## src/rtl/addatone_pkg.sv

```systemverilog
// Shared types and helpers for the additive-synthesis harmonic accumulator.
// Latency: n/a (types, constants and a combinational saturation function only).
// Backpressure: n/a.
package addatone_pkg;

   localparam int          ACC_W_DEF     = 24;
   localparam int          OUT_SHIFT_DEF = 4;
   localparam logic [15:0] FULL_AMP      = 16'hFFFF;

   typedef enum logic [2:0] {
      IDLE,
      WAIT_RDY,
      CAPTURE,
      MULT,
      ACCUM,
      GUARD,
      OUTPUT
   } state_e;

   // Clip a signed value into the signed 16-bit audio range.
   function automatic logic [15:0] saturate16(input logic signed [31:0] v);
      logic [15:0] r;
      if (v > 32'sd32767) begin
         r = 16'h7FFF;
      end else if (v < -32'sd32768) begin
         r = 16'h8000;
      end else begin
         r = 16'(v);
      end
      return r;
   endfunction

endpackage

```

## src/rtl/harmonic_level.sv

```systemverilog
// Per-harmonic amplitude: restarts at full scale, scales by the rolloff ratio on each step.
// Latency: new amplitude visible one cycle after init_i/step_i.
// Backpressure: none; steps whenever step_i is asserted.
module harmonic_level
   import addatone_pkg::*;
(
   input  logic        i_Clock,
   input  logic        i_Reset_n,
   input  logic        init_i,
   input  logic        step_i,
   input  logic [15:0] rolloff_i,
   output logic [15:0] amp_o
);

   logic [15:0] amp_q;
   logic [15:0] amp_d;
   logic [31:0] prod;

   // Q0.16 x Q0.16 product; the upper half is the next amplitude.
   assign prod = amp_q * rolloff_i;

   // Next amplitude: init wins over step, otherwise hold.
   always_comb begin
      amp_d = amp_q;
      if (init_i) begin
         amp_d = FULL_AMP;
      end else if (step_i) begin
         amp_d = 16'(prod >> 16);
      end
   end

   // Amplitude register, full scale out of reset.
   always_ff @(posedge i_Clock or negedge i_Reset_n) begin
      if (!i_Reset_n) begin
         amp_q <= FULL_AMP;
      end else begin
         amp_q <= amp_d;
      end
   end

   assign amp_o = amp_q;

endmodule

```

## src/rtl/harmonic_accumulator.sv

```systemverilog
// Sums rolloff-scaled sine samples of all harmonics into one audio sample per trigger.
// Latency: per harmonic = wait for i_Sample_Ready + 4 cycles, then 1 cycle to o_Sample_Valid.
// Backpressure: stalls on i_Sample_Ready; triggers arriving while busy are dropped and flagged
// via o_Overrun. Optional ADDATONE_HARM_MASK_EN adds i_Harmonic_Mask (bit0 mutes even
// harmonics, bit1 mutes odd ones; handshake and amplitude stepping continue regardless).
module harmonic_accumulator
   import addatone_pkg::*;
#(
   parameter int ACC_W     = ACC_W_DEF,
   parameter int OUT_SHIFT = OUT_SHIFT_DEF
) (
   input  logic        i_Clock,
   input  logic        i_Reset_n,
   input  logic        i_Sample_Trigger,
   input  logic [7:0]  i_Harmonic_Count,
   input  logic [15:0] i_Rolloff,
   input  logic        i_Sample_Ready,
   input  logic [15:0] i_Sample_Value,
   input  logic        i_Freq_Too_High,
`ifdef ADDATONE_HARM_MASK_EN
   input  logic [1:0]  i_Harmonic_Mask,
`endif
   output logic [7:0]  o_Harmonic,
   output logic        o_Next_Sample,
   output logic [15:0] o_Sample_Out,
   output logic        o_Sample_Valid,
   output logic        o_Busy,
   output logic        o_Overrun
);

   state_e                   state_q, state_d;
   logic [7:0]               last_idx_q, last_idx_d;
   logic [7:0]               harm_q, harm_d;
   logic                     last_q, last_d;
   logic signed [ACC_W-1:0]  acc_q, acc_d;
   logic signed [16:0]       term_q, term_d;
   logic                     next_q, next_d;
   logic [15:0]              out_q, out_d;
   logic                     valid_q, valid_d;
   logic                     busy_q, busy_d;
   logic                     overrun_q, overrun_d;

   logic                     amp_init;
   logic                     amp_step;
   logic [15:0]              amp;
   logic signed [32:0]       prod;
   logic                     term_mute;
   logic signed [31:0]       acc_ext;

   harmonic_level u_level (
      .i_Clock   (i_Clock),
      .i_Reset_n (i_Reset_n),
      .init_i    (amp_init),
      .step_i    (amp_step),
      .rolloff_i (i_Rolloff),
      .amp_o     (amp)
   );

   // Signed sample times unsigned amplitude; both operands widened so the product is exact.
   assign prod = $signed({{17{i_Sample_Value[15]}}, i_Sample_Value}) * $signed({17'b0, amp});

   // A term is muted above the Nyquist guard or, when masking is built in, by harmonic parity.
   always_comb begin
      term_mute = i_Freq_Too_High;
`ifdef ADDATONE_HARM_MASK_EN
      if ((i_Harmonic_Mask[0] && !harm_q[0]) || (i_Harmonic_Mask[1] && harm_q[0])) begin
         term_mute = 1'b1;
      end
`endif
   end

   // Accumulator scaled down for output, sign-extended to the saturation input width.
   assign acc_ext = $signed({{(32-ACC_W){acc_q[ACC_W-1]}}, acc_q}) >>> OUT_SHIFT;

   // Next-state and datapath control for one summation pass.
   always_comb begin
      state_d    = state_q;
      last_idx_d = last_idx_q;
      harm_d     = harm_q;
      last_d     = last_q;
      acc_d      = acc_q;
      term_d     = term_q;
      next_d     = 1'b0;
      out_d      = out_q;
      valid_d    = 1'b0;
      busy_d     = busy_q;
      overrun_d  = 1'b0;
      amp_init   = 1'b0;
      amp_step   = 1'b0;

      // Any state other than IDLE (including OUTPUT) is busy: the trigger is dropped.
      if (i_Sample_Trigger && (state_q != IDLE)) begin
         overrun_d = 1'b1;
      end

      case (state_q)
         IDLE: begin
            if (i_Sample_Trigger) begin
               last_idx_d = (i_Harmonic_Count == 8'd0) ? 8'd0 : (i_Harmonic_Count - 8'd1);
               acc_d      = '0;
               harm_d     = 8'd0;
               last_d     = 1'b0;
               busy_d     = 1'b1;
               amp_init   = 1'b1;
               state_d    = WAIT_RDY;
            end
         end
         WAIT_RDY: begin
            if (i_Sample_Ready) begin
               state_d = CAPTURE;
            end
         end
         CAPTURE: begin
            // Generator's LUT output register settles during this cycle.
            state_d = MULT;
         end
         MULT: begin
            term_d  = term_mute ? 17'sd0 : 17'(prod >>> 16);
            state_d = ACCUM;
         end
         ACCUM: begin
            acc_d    = acc_q + {{(ACC_W-17){term_q[16]}}, term_q};
            amp_step = 1'b1;
            next_d   = 1'b1;
            // Wrap the index to 0 on the last harmonic so the generator reinitialises.
            if (harm_q == last_idx_q) begin
               harm_d = 8'd0;
               last_d = 1'b1;
            end else begin
               harm_d = harm_q + 8'd1;
               last_d = 1'b0;
            end
            state_d = GUARD;
         end
         GUARD: begin
            // Generator's ready is stale for one cycle after the consume pulse.
            state_d = last_q ? OUTPUT : WAIT_RDY;
         end
         OUTPUT: begin
            out_d   = saturate16(acc_ext);
            valid_d = 1'b1;
            busy_d  = 1'b0;
            state_d = IDLE;
         end
         default: begin
            state_d = IDLE;
         end
      endcase
   end

   // State register.
   always_ff @(posedge i_Clock or negedge i_Reset_n) begin
      if (!i_Reset_n) begin
         state_q <= IDLE;
      end else begin
         state_q <= state_d;
      end
   end

   // Datapath and output registers.
   always_ff @(posedge i_Clock or negedge i_Reset_n) begin
      if (!i_Reset_n) begin
         last_idx_q <= 8'd0;
         harm_q     <= 8'd0;
         last_q     <= 1'b0;
         acc_q      <= '0;
         term_q     <= '0;
         next_q     <= 1'b0;
         out_q      <= 16'd0;
         valid_q    <= 1'b0;
         busy_q     <= 1'b0;
         overrun_q  <= 1'b0;
      end else begin
         last_idx_q <= last_idx_d;
         harm_q     <= harm_d;
         last_q     <= last_d;
         acc_q      <= acc_d;
         term_q     <= term_d;
         next_q     <= next_d;
         out_q      <= out_d;
         valid_q    <= valid_d;
         busy_q     <= busy_d;
         overrun_q  <= overrun_d;
      end
   end

   assign o_Harmonic     = harm_q;
   assign o_Next_Sample  = next_q;
   assign o_Sample_Out   = out_q;
   assign o_Sample_Valid = valid_q;
   assign o_Busy         = busy_q;
   assign o_Overrun      = overrun_q;

endmodule

```

## config.mk

```make
export PLATFORM = sky130hd
export DESIGN_NAME = harmonic_accumulator
export DESIGN_NICKNAME = d
export VERILOG_FILES = /design/src/rtl/addatone_pkg.sv /design/src/rtl/harmonic_level.sv /design/src/rtl/harmonic_accumulator.sv
export SDC_FILE = /design/constraint.sdc
export NUM_CORES = 1
export LEC_CHECK = 0
export CAP_MARGIN = 20
export CORE_ASPECT_RATIO = 1.4
export CORE_UTILIZATION = 24
export DETAILED_ROUTE_END_ITERATION = 10
export GPL_TIMING_DRIVEN = 1
export PLACE_DENSITY = 0.4
export SYNTH_ARGS = -nofsm -noshare
export SYNTH_HDL_FRONTEND = slang
export SYNTH_SLANG_ARGS = --single-unit
```

## constraint.sdc

```tcl
create_clock -name i_Clock -period 10.5 [get_ports i_Clock]
set_input_delay 2.1 -clock i_Clock [delete_from_list [all_inputs] [get_ports i_Clock]]
set_output_delay 2.1 -clock i_Clock [all_outputs]
set_load 0.01 [all_outputs]
```

# After elaboration in Yosys (flattened, before gate mapping)
# Cells that the tools add are included.
# W data, S select, Z words.
dict set report word_totals {
  register_bits 97
  in_bits 45
  word_cells 64
}
dict set report op_classes {
  add_sub_neg 3
  n_mul 2
  magnitude_cmp 2
  eq_ne 9
  n_mux 25
  n_reduce_logical 11
}
# operator n
set op_table {}
lappend op_table {{$mux W16} 4}
lappend op_table {{$pmux W24 S2} 1}
lappend op_table {{$mul A16 B17 Y33} 1}
lappend op_table {{$mul A16 B16 Y32} 1}
lappend op_table {{$add A24 B24 Y24} 1}
lappend op_table {{$mux W24} 1}
lappend op_table {{$mux W8} 3}
lappend op_table {{$gt A20 B16 Y1 const B} 1}
lappend op_table {{$lt A20 B16 Y1 const B} 1}
lappend op_table {{$pmux W3 S6} 1}
lappend op_table {{$mux W17} 1}
lappend op_table {{$pmux W8 S2} 1}
lappend op_table {{$eq A3 B3 Y1 const B} 3}
lappend op_table {{$mux W3} 3}
lappend op_table {{$add A8 B1 Y8 const B} 1}
lappend op_table {{$eq A8 B8 Y1} 1}
lappend op_table {{$logic_not A8 Y1} 1}
lappend op_table {{$mux W1} 8}
lappend op_table {{$reduce_and A2 Y1} 4}
lappend op_table {{$sub A8 B1 Y8 const B} 1}
lappend op_table {{$eq A3 B2 Y1 const B} 2}
lappend op_table {{$reduce_bool A2 Y1} 3}
lappend op_table {{$ne A2 B2 Y1 const B} 2}
lappend op_table {{$pmux W1 S2} 2}
lappend op_table {{4 further kinds} 4}

# Longest topological paths before layout
# Gate-level depths: netlist of run 1.
dict set report logic_depth {
  depth_word 4
  depth_mapped 24
}

# Modules after synthesis
# Synthesis of run 1 repeated with hierarchy kept, for this count alone.
dict set report unflattened {
  cells_unflattened 2487
  area_unflattened_um2 21871.0
}
# module instances cells_each area_per_inst_um2 seq_area_each_um2
set modules_own_cells {}
lappend modules_own_cells {harmonic_accumulator 1 1455 12893.6 2026.9}
lappend modules_own_cells {harmonic_level 1 1032 8977.4 420.4}

# Worst setup path after synthesis of run 1
# No wires, ideal clock.
dict set report synth_path {
  kind {in2reg}
  start {in i_Sample_Value[9]}
  end {reg term_q[16]}
  setup_ps 122
  arrival_ps 7848
  required_time_ps 10378
  path_slack_ps 2530
  stages 23
  path_cell_list {clkbuf_1 nand2_1 fa_1 inv_1 fa_1 inv_1 fa_1 inv_1 fa_1 fa_1 inv_1 fa_1 inv_1 ha_1 nand4_1 or2_0 or3_4 nor3_4 nor3_2 nor4b_4 o41ai_2 a21o_1 a32o_1}
}
dict set report synth_via {
  elab_chain_cells 2
}
# item line
set synth_rtl {}
lappend synth_rtl {{start: declaration} harmonic_accumulator.sv:18} ;# input logic [15:0] i_Sample_Value,
lappend synth_rtl {{$mul A16 B17 Y33} harmonic_accumulator.sv:60} ;# assign prod = $signed({{17{i_Sample_Value[15]}}, i_Sample_Value}) * $signed({17'b0, amp});
lappend synth_rtl {{$mux W17} harmonic_accumulator.sv:118} ;# term_d = term_mute ? 17'sd0 : 17'(prod >>> 16);
lappend synth_rtl {{end signal: assignment} harmonic_accumulator.sv:178} ;# term_q <= term_d;
lappend synth_rtl {{end: declaration} harmonic_accumulator.sv:36} ;# logic signed [16:0] term_q, term_d;
# No other way between the ends.
# A chain may end at the register's enable or synchronous reset.

# Worst setup path in the final report of run 1
dict set report layout_path {
  start {in i_Sample_Value[11]}
  end {reg term_q[16]}
}
# The elaborated chain is that of the path after synthesis.

==> impl_metrics.env, run 1 <==
export IMPL_cp_depth=22
export IMPL_antenna_left=0
export IMPL_crit_start="i_Sample_Value[11]"
export IMPL_path_cells="clkdlybuf4s50_1, and2_1, fa_1, inv_1, fa_1, inv_1, fa_1, fa_1, fa_1, inv_1, fa_1, inv_1, ha_1, nand2_1, or2_0, or3_4, nor3_4, nor3_2, nor4b_4, o41ai_2, a21o_1, a32o_1"
export IMPL_dieArea_mm2=0.0905
export IMPL_antenna_found_initial=1
export IMPL_tritoncts="done"
export IMPL_regToRegEndpoint="term_q[16]"
export IMPL_yosysWarnings=0
export IMPL_critPathMaxFanout=16
export IMPL_core_mm2=0.0884
export IMPL_fmax_mhz=113
export IMPL_final_max_slew_viol_count=0
export IMPL_grt_max_degree=64
export IMPL_worst_slew_pin_slew_ns=1.01
export IMPL_rows=129
export IMPL_rsz0062_at_grt="false"
export IMPL_cts_max_level=3
export IMPL_reg2reg_slack_ns=3.14
export IMPL_clk_path_buf_depth=2
export IMPL_synthesis_area_mm2=0.0214
export IMPL_portBuffers=72
export IMPL_ys_seq_elements=97
export IMPL_track_usage_pct=14.5
export IMPL_layout_nets=3074
export IMPL_vias_per_cell=4.42
export IMPL_syn_num_nets=3073
export IMPL_dr_first_iter_drc_count=658
export IMPL_clock_sinks=97
export IMPL_r2r_cells=21
export IMPL_max_stage_delay_ns=0.82
export IMPL_r2r_start="u_level.amp_o[8]"
export IMPL_path_delay_family="adder cells"
export IMPL_ys_types=74
export IMPL_clk_latency_ns=0.37
export IMPL_post_cts_buffers=0
export IMPL_synth_edf_count=0
export IMPL_grt_pass1_vias=18000
export IMPL_first_pass_iters=6
export IMPL_slew_limit_headroom_pct=32.2
export IMPL_grt_first_pass_wirelength_um=102000
export IMPL_async_reset_ff_share_pct=100
export IMPL_startpoint_type="input pin"
export IMPL_worstSetupPathType="input pin to flip-flop"
export IMPL_ys_seq_area_share_pct=11.4
export IMPL_cpMaxStageDelayCell="clkdlybuf4s50_1"
export IMPL_synthTopCellsByCount="478 x inv_1, 387 x fa_1, 371 x nand2_1, 245 x ha_1, 228 x and2_1"
export IMPL_cts_buffers=9
export IMPL_status="completed"
export IMPL_io_pins=73
export IMPL_synth_most_common_cell="inv_1"
export IMPL_critPathCapture="term_q[16]"
export IMPL_syn_to_final_growth_pct=10.7
export IMPL_fin_tns_setup_ns=0
export IMPL_hpwlAfterDp_um=48300
export IMPL_max_cap_violations=0
export IMPL_finalWirelength_um=61600
export IMPL_worstPathArrival_ns=9.10
export IMPL_period_share_pct=84.3
export IMPL_die_h_um=356
export IMPL_hold_viol_final=0
export IMPL_syn_avg_cell_area_um2=8.94
export IMPL_cp_end_kind="flip-flop"
export IMPL_yosys_area_top_type="fa_1"
export IMPL_min_period_ns=8.85
export IMPL_via_count=15800
export IMPL_cpMostUsedCell="fa_1"
export IMPL_syn_inst=2396
export IMPL_timing_critical_path_buf_inv=5
export IMPL_post_drt_wl_per_cell_um=17.2
export IMPL_hold_depth=2
export IMPL_required_ns=10.75
export IMPL_overflow=0
export IMPL_drive_above_1_share_pct=2.96
export IMPL_place_congestion=0.801
export IMPL_setup_viol=0
export IMPL_drc=0
export IMPL_root_buffer="clkbuf_16"
export IMPL_postCtsResizedCells=0
export IMPL_synth_top_area_share_pct=36.2
export IMPL_netlist_top_cells_area="fa_1 36%, ha_1 14%, dfrtp_1 9.5%"
export IMPL_hp_class="flip-flop to flip-flop"
export IMPL_chipWidth_um=255
export IMPL_clk_pin_slew_worst_paths_ns=0.07
export IMPL_diodes=0
export IMPL_skew_ns=0.0116
export IMPL_holdBufCountCts=0
export IMPL_ys_flop_type="dfrtp_1"
export IMPL_initial_core_util_pct=24.2
==> state kept, by name (all words and copies together), names as in the netlist <==
signal and cells:
acc_q 24, last_idx_q 8, last_q 1, o_Busy 1, o_Harmonic 8, o_Next_Sample 1
o_Overrun 1, o_Sample_Out 16, o_Sample_Valid 1, state_q 3, term_q 17, u_level.amp_o 16
==> routing by layer <==
metal | vias to the layer above | GRT usage (%) | part of all wire, %
met2 | 201 | 27.3 | 54
met5 | - | 0 | 0.019
met4 | 2 | 2.93 | 1.8
met1 | 8206 | 17.7 | 42
li1 | 7367 | - | -
met3 | 49 | 1.27 | 2.3
==> worst min path at each step <==
| stage | startpoint | endpoint | slack (ns) |
|---|---|---|---|
| after global placement | o_Sample_Out[2] | o_Sample_Out[2] | 0.46 |
| after floorplan | term_q[13] | term_q[13] | 0.45 |
| after detailed placement | o_Sample_Out[2] | o_Sample_Out[2] | 0.46 |
| after CTS | o_Sample_Out[2] | o_Sample_Out[2] | 0.48 |
| after global routing | o_Sample_Out[2] | o_Sample_Out[2] | 0.50 |
| final | o_Sample_Out[9] | o_Sample_Out[9] | 0.48 |
==> kinds of logic (layout without fill, tap and decap cells) <==
group,Yosys count,after routing,share of synthesized area [%]
flops,97,97,11.4
compound gates,236,236,7.26
buf+inv,583,588,10.2
xor+xnor,55,55,2.25
simple gates,787,787,18.1
mux,6,6,0.286
fa+ha+maj,632,632,50.5
==> per-stage QoR <==
step | instance area, um2 | utilization (%) | std cells | hold slack [ns] | setup WS [ns]
detailed placement | 23400 | 26.4 | 3565 | 0.460 | 1.22
finish | 23700 | 26.8 | 3580 | 0.478 | 1.65
global route | 23700 | 26.8 | 3580 | 0.498 | 1.25
CTS | 23700 | 26.8 | 3580 | 0.482 | 1.60
global placement | 23400 | 26.4 | 3565 | 0.463 | 1.30
floorplan | 21400 | - | 2396 | 0.447 | 2.53
==> area by class of cell <==
cell class	count	area, um2
clock buffers	10	239
multi-input cells	1716	16800
clock inverters	5	86.3
fillers	9647	64700
flip-flops and latches	97	2450
repair buffers	93	876
well taps	1179	1480
inverters	480	1800
==> cells in the final DEF (no fill, tap or decap), types with 6 or more instances in the layout <==
master           netlist  routed
a211o_1                6       6
a211oi_1               8       8
a21o_1                24      24
a21oi_1               47      47
a31oi_1                6       6
and2_1               228     228
buf_4                  0      22
clkbuf_16              0       9
clkdlybuf4s50_1        0      71
dfrtp_1               81      81
dfstp_2               16      16
fa_1                 387     387
ha_1                 245     245
inv_1                478     478
nand2_1              371     371
nand2b_1              17      17
nand3_1               38      38
nand4_1                7       7
nor2_1                50      50
nor2b_1                9       9
nor3_1                19      19
nor3b_1                7       7
o21a_1                 7       7
o21ai_0               73      73
o21ai_1                7       7
o31ai_1               11      11
or3_1                  8       8
xnor2_1               26      26
xor2_1                29      29
==> worst min-delay path: cells and delay by family, from the launching register on <==
| family | cells | cell delay (ns) |
|---|---|---|
| DFF | 1 | 0.35 |
| and+or+nand+nor | 2 | 0.10 |
Power of run 1 is not shown: default switching activity piles up to over one toggle a cycle in this logic, so the estimate is an artifact.
==> inputs of run 2 (changes only) <==
--- a/config.mk
+++ b/config.mk
@@ -10,7 +10,7 @@
 export CORE_UTILIZATION = 24
 export DETAILED_ROUTE_END_ITERATION = 10
 export GPL_TIMING_DRIVEN = 1
-export PLACE_DENSITY = 0.4
+export PLACE_DENSITY = 0.41
 export SYNTH_ARGS = -nofsm -noshare
 export SYNTH_HDL_FRONTEND = slang
 export SYNTH_SLANG_ARGS = --single-unit
==> constraint.sdc (replaced) <==
create_clock -name i_Clock -period 7.96 [get_ports i_Clock]
set_input_delay 1.592 -clock i_Clock [delete_from_list [all_inputs] [get_ports i_Clock]]
set_output_delay 1.592 -clock i_Clock [all_outputs]
set_load 0.01 [all_outputs]
==> run 2 against run 1 <==
  * Count of clock-buffer cells in the layout fell by 1
  * Routed wire length fell by 1.1%
  * Non-clock buffer count rose by 118
  * Global-route usage fell by 0.32 points
  * Die area did not move
  * Hold slack improved by 0.0052 ns
  * Flip-flop and latch count did not move
  * Worst setup slack got worse by 1.5 ns
  * Final cell count rose by 3.4%
  * Register-to-register slack got worse by 2.2 ns
  * Cell area rose by 4.5%
  * Critical endpoint unchanged
==> impl_metrics.env, run 2 (synthesis results as in run 1) <==
export IMPL_io_pins=73
export IMPL_largest_reg_flops=24
export IMPL_tritoncts="done"
export IMPL_vias_per_cell=4.37
export IMPL_syn_to_final_growth_pct=15.7
export IMPL_core_mm2=0.0884
export IMPL_mostFrequentLayoutCell="inv_1"
export IMPL_layout_cells_most_common_list="478 x inv_1, 387 x fa_1, 371 x nand2_1"
export IMPL_cpMostUsedCell="fa_1"
export IMPL_dr_first_iter_drc_count=675
export IMPL_final_area_mm2=0.0248
export IMPL_initial_core_util_pct=24.2
export IMPL_max_cap_violations=0
export IMPL_grt_max_degree=65
export IMPL_dr_wl_met3_um=1310
export IMPL_period_share_pct=97.6
export IMPL_first_pass_iters=5
export IMPL_worstPathArrival_ns=8.04
export IMPL_drt_met1_wl_um=25900
export IMPL_final_max_slew_viol_count=0
export IMPL_overflow=0
export IMPL_max_stage_delay_ns=0.62
export IMPL_top_layer="met5"
export IMPL_clk_path_buf_depth=2
export IMPL_dp_slack_ns=-0.532
export IMPL_via_count=16200
export IMPL_cp_end_kind="flip-flop"
export IMPL_drive_above_1_share_pct=7.82
export IMPL_worstSetupPathType="input pin to flip-flop"
export IMPL_dp_cells=3675
export IMPL_hpwlAfterDp_um=50200
export IMPL_rows=129
export IMPL_hold_depth=2
export IMPL_finalWirelength_um=60900
export IMPL_min_period_ns=7.77
export IMPL_setup_viol=0
export IMPL_holdBufCountCts=0
export IMPL_top_regs="acc_q x24, term_q x17"
export IMPL_slew_limit_headroom_pct=32.3
export IMPL_clock_sinks=97
export IMPL_critPathMaxFanout=6
export IMPL_root_buffer="clkbuf_16"
export IMPL_drc=0
export IMPL_worst_slew_pin_slew_ns=1.02
export IMPL_rsz0062_at_grt="true"
export IMPL_path_cells="clkdlybuf4s50_1, and2_1, fa_1, fa_1, fa_1, fa_1, fa_1, inv_1, fa_1, inv_1, ha_1, buf_4, a21o_1, a21o_1, a21oi_4, nand2_1, nor3_4, nor4b_4, buf_4, o41ai_4, nand3_1, a32o_1"
export IMPL_portBuffers=72
export IMPL_antenna_found_initial=4
export IMPL_fillers=9607
export IMPL_chipWidth_um=255
export IMPL_track_usage_pct=14.2
export IMPL_layout_nets=3192
export IMPL_place_congestion=0.805
export IMPL_status="completed"
export IMPL_required_ns=8.23
export IMPL_clk_latency_ns=0.38
export IMPL_r2r_cells=23
export IMPL_wl_met2_um=32900
export IMPL_post_drt_wl_per_cell_um=16.5
export IMPL_largest_register="acc_q"
export IMPL_stdcell_count=3700
export IMPL_antenna_left=0
export IMPL_grt_pass1_vias=17800
export IMPL_post_dp_cell_area_mm2=0.0243
export IMPL_hp_class="flip-flop to flip-flop"
export IMPL_clk_pin_slew_worst_paths_ns=0.08
export IMPL_setup_slack_ns=0.191
export IMPL_grt_first_pass_wirelength_um=99600
export IMPL_skew_ns=0.00948
export IMPL_hold_viol_final=0
export IMPL_fmax_mhz=129
export IMPL_cts_max_level=3
export IMPL_dieArea_mm2=0.0905
export IMPL_cts_buffers=9
export IMPL_startpoint_type="input pin"
export IMPL_cpMaxStageDelayCell="clkdlybuf4s50_1"
export IMPL_die_h_um=356
==> run 2: cell type report <==
class / count / area, um2 / area share [%]
multi-input cells: 1716 / 16900 / 68.1
flip-flops and latches: 97 / 2450 / 9.88
well taps: 1179 / 1480 / 5.95
clock inverters: 7 / 87.6 / 0.353
diodes: 1 / 2.50 / 0.0101
repair buffers: 211 / 1880 / 7.58
clock buffers: 9 / 225 / 0.909
inverters: 480 / 1800 / 7.27
==> run 2: stage by stage <==
stage          setup TNS [ns]  utilization (%)  hold slack, ns
2_1_floorplan               0                -           0.447
3_3_place_gp            -2.84             27.5           0.459
3_5_place_dp            -3.18             27.5           0.457
4_1_cts                     0             27.9           0.482
5_1_grt               -0.0147             28.0           0.516
6_report                    0             28.0           0.483
==> run 2: what timing repair did <==
| item | in CTS | in global routing |
|---|---|---|
| hold endpoints to repair | 0 | 0 |
| pin swaps | 1 | 19 |
| resized for setup | 4 | 22 |
| setup buffers | 3 | 6 |
| endpoints found under the setup margin | 1 | 12 |
==> run 2: per-layer routing <==
| layer | global-route usage (%) | vias to the layer above |
|---|---|---|
| li1 | - | 7607 |
| met1 | 17.5 | 8319 |
| met2 | 26.8 | 214 |
| met3 | 1.05 | 40 |
| met4 | 2.43 | 2 |
| met5 | 0 | - |
==> run 2: critical path: cells and delay by family <==
kind                       cells  cell delay (ns)
AOI/OAI and AO/OA              5             1.13
adders and majority gates      7             3.42
buffers and inverters          5             1.03
and+or+nand+nor                5             0.86
==> run 2: final timing paths <==
path                                    startpoint           endpoint  slack, ns
worst min register to register    o_Sample_Out[12]   o_Sample_Out[12]       0.48
worst min-delay path              o_Sample_Out[12]   o_Sample_Out[12]       0.48
min in group asynchronous                i_Reset_n      last_idx_q[0]       1.19
worst max-delay path            i_Sample_Value[13]         term_q[16]       0.19
max in group asynchronous                i_Reset_n           acc_q[0]       5.47
worst max register to register    u_level.amp_o[8]  u_level.amp_o[12]       0.91
Power of run 2 is left out for the same reason.
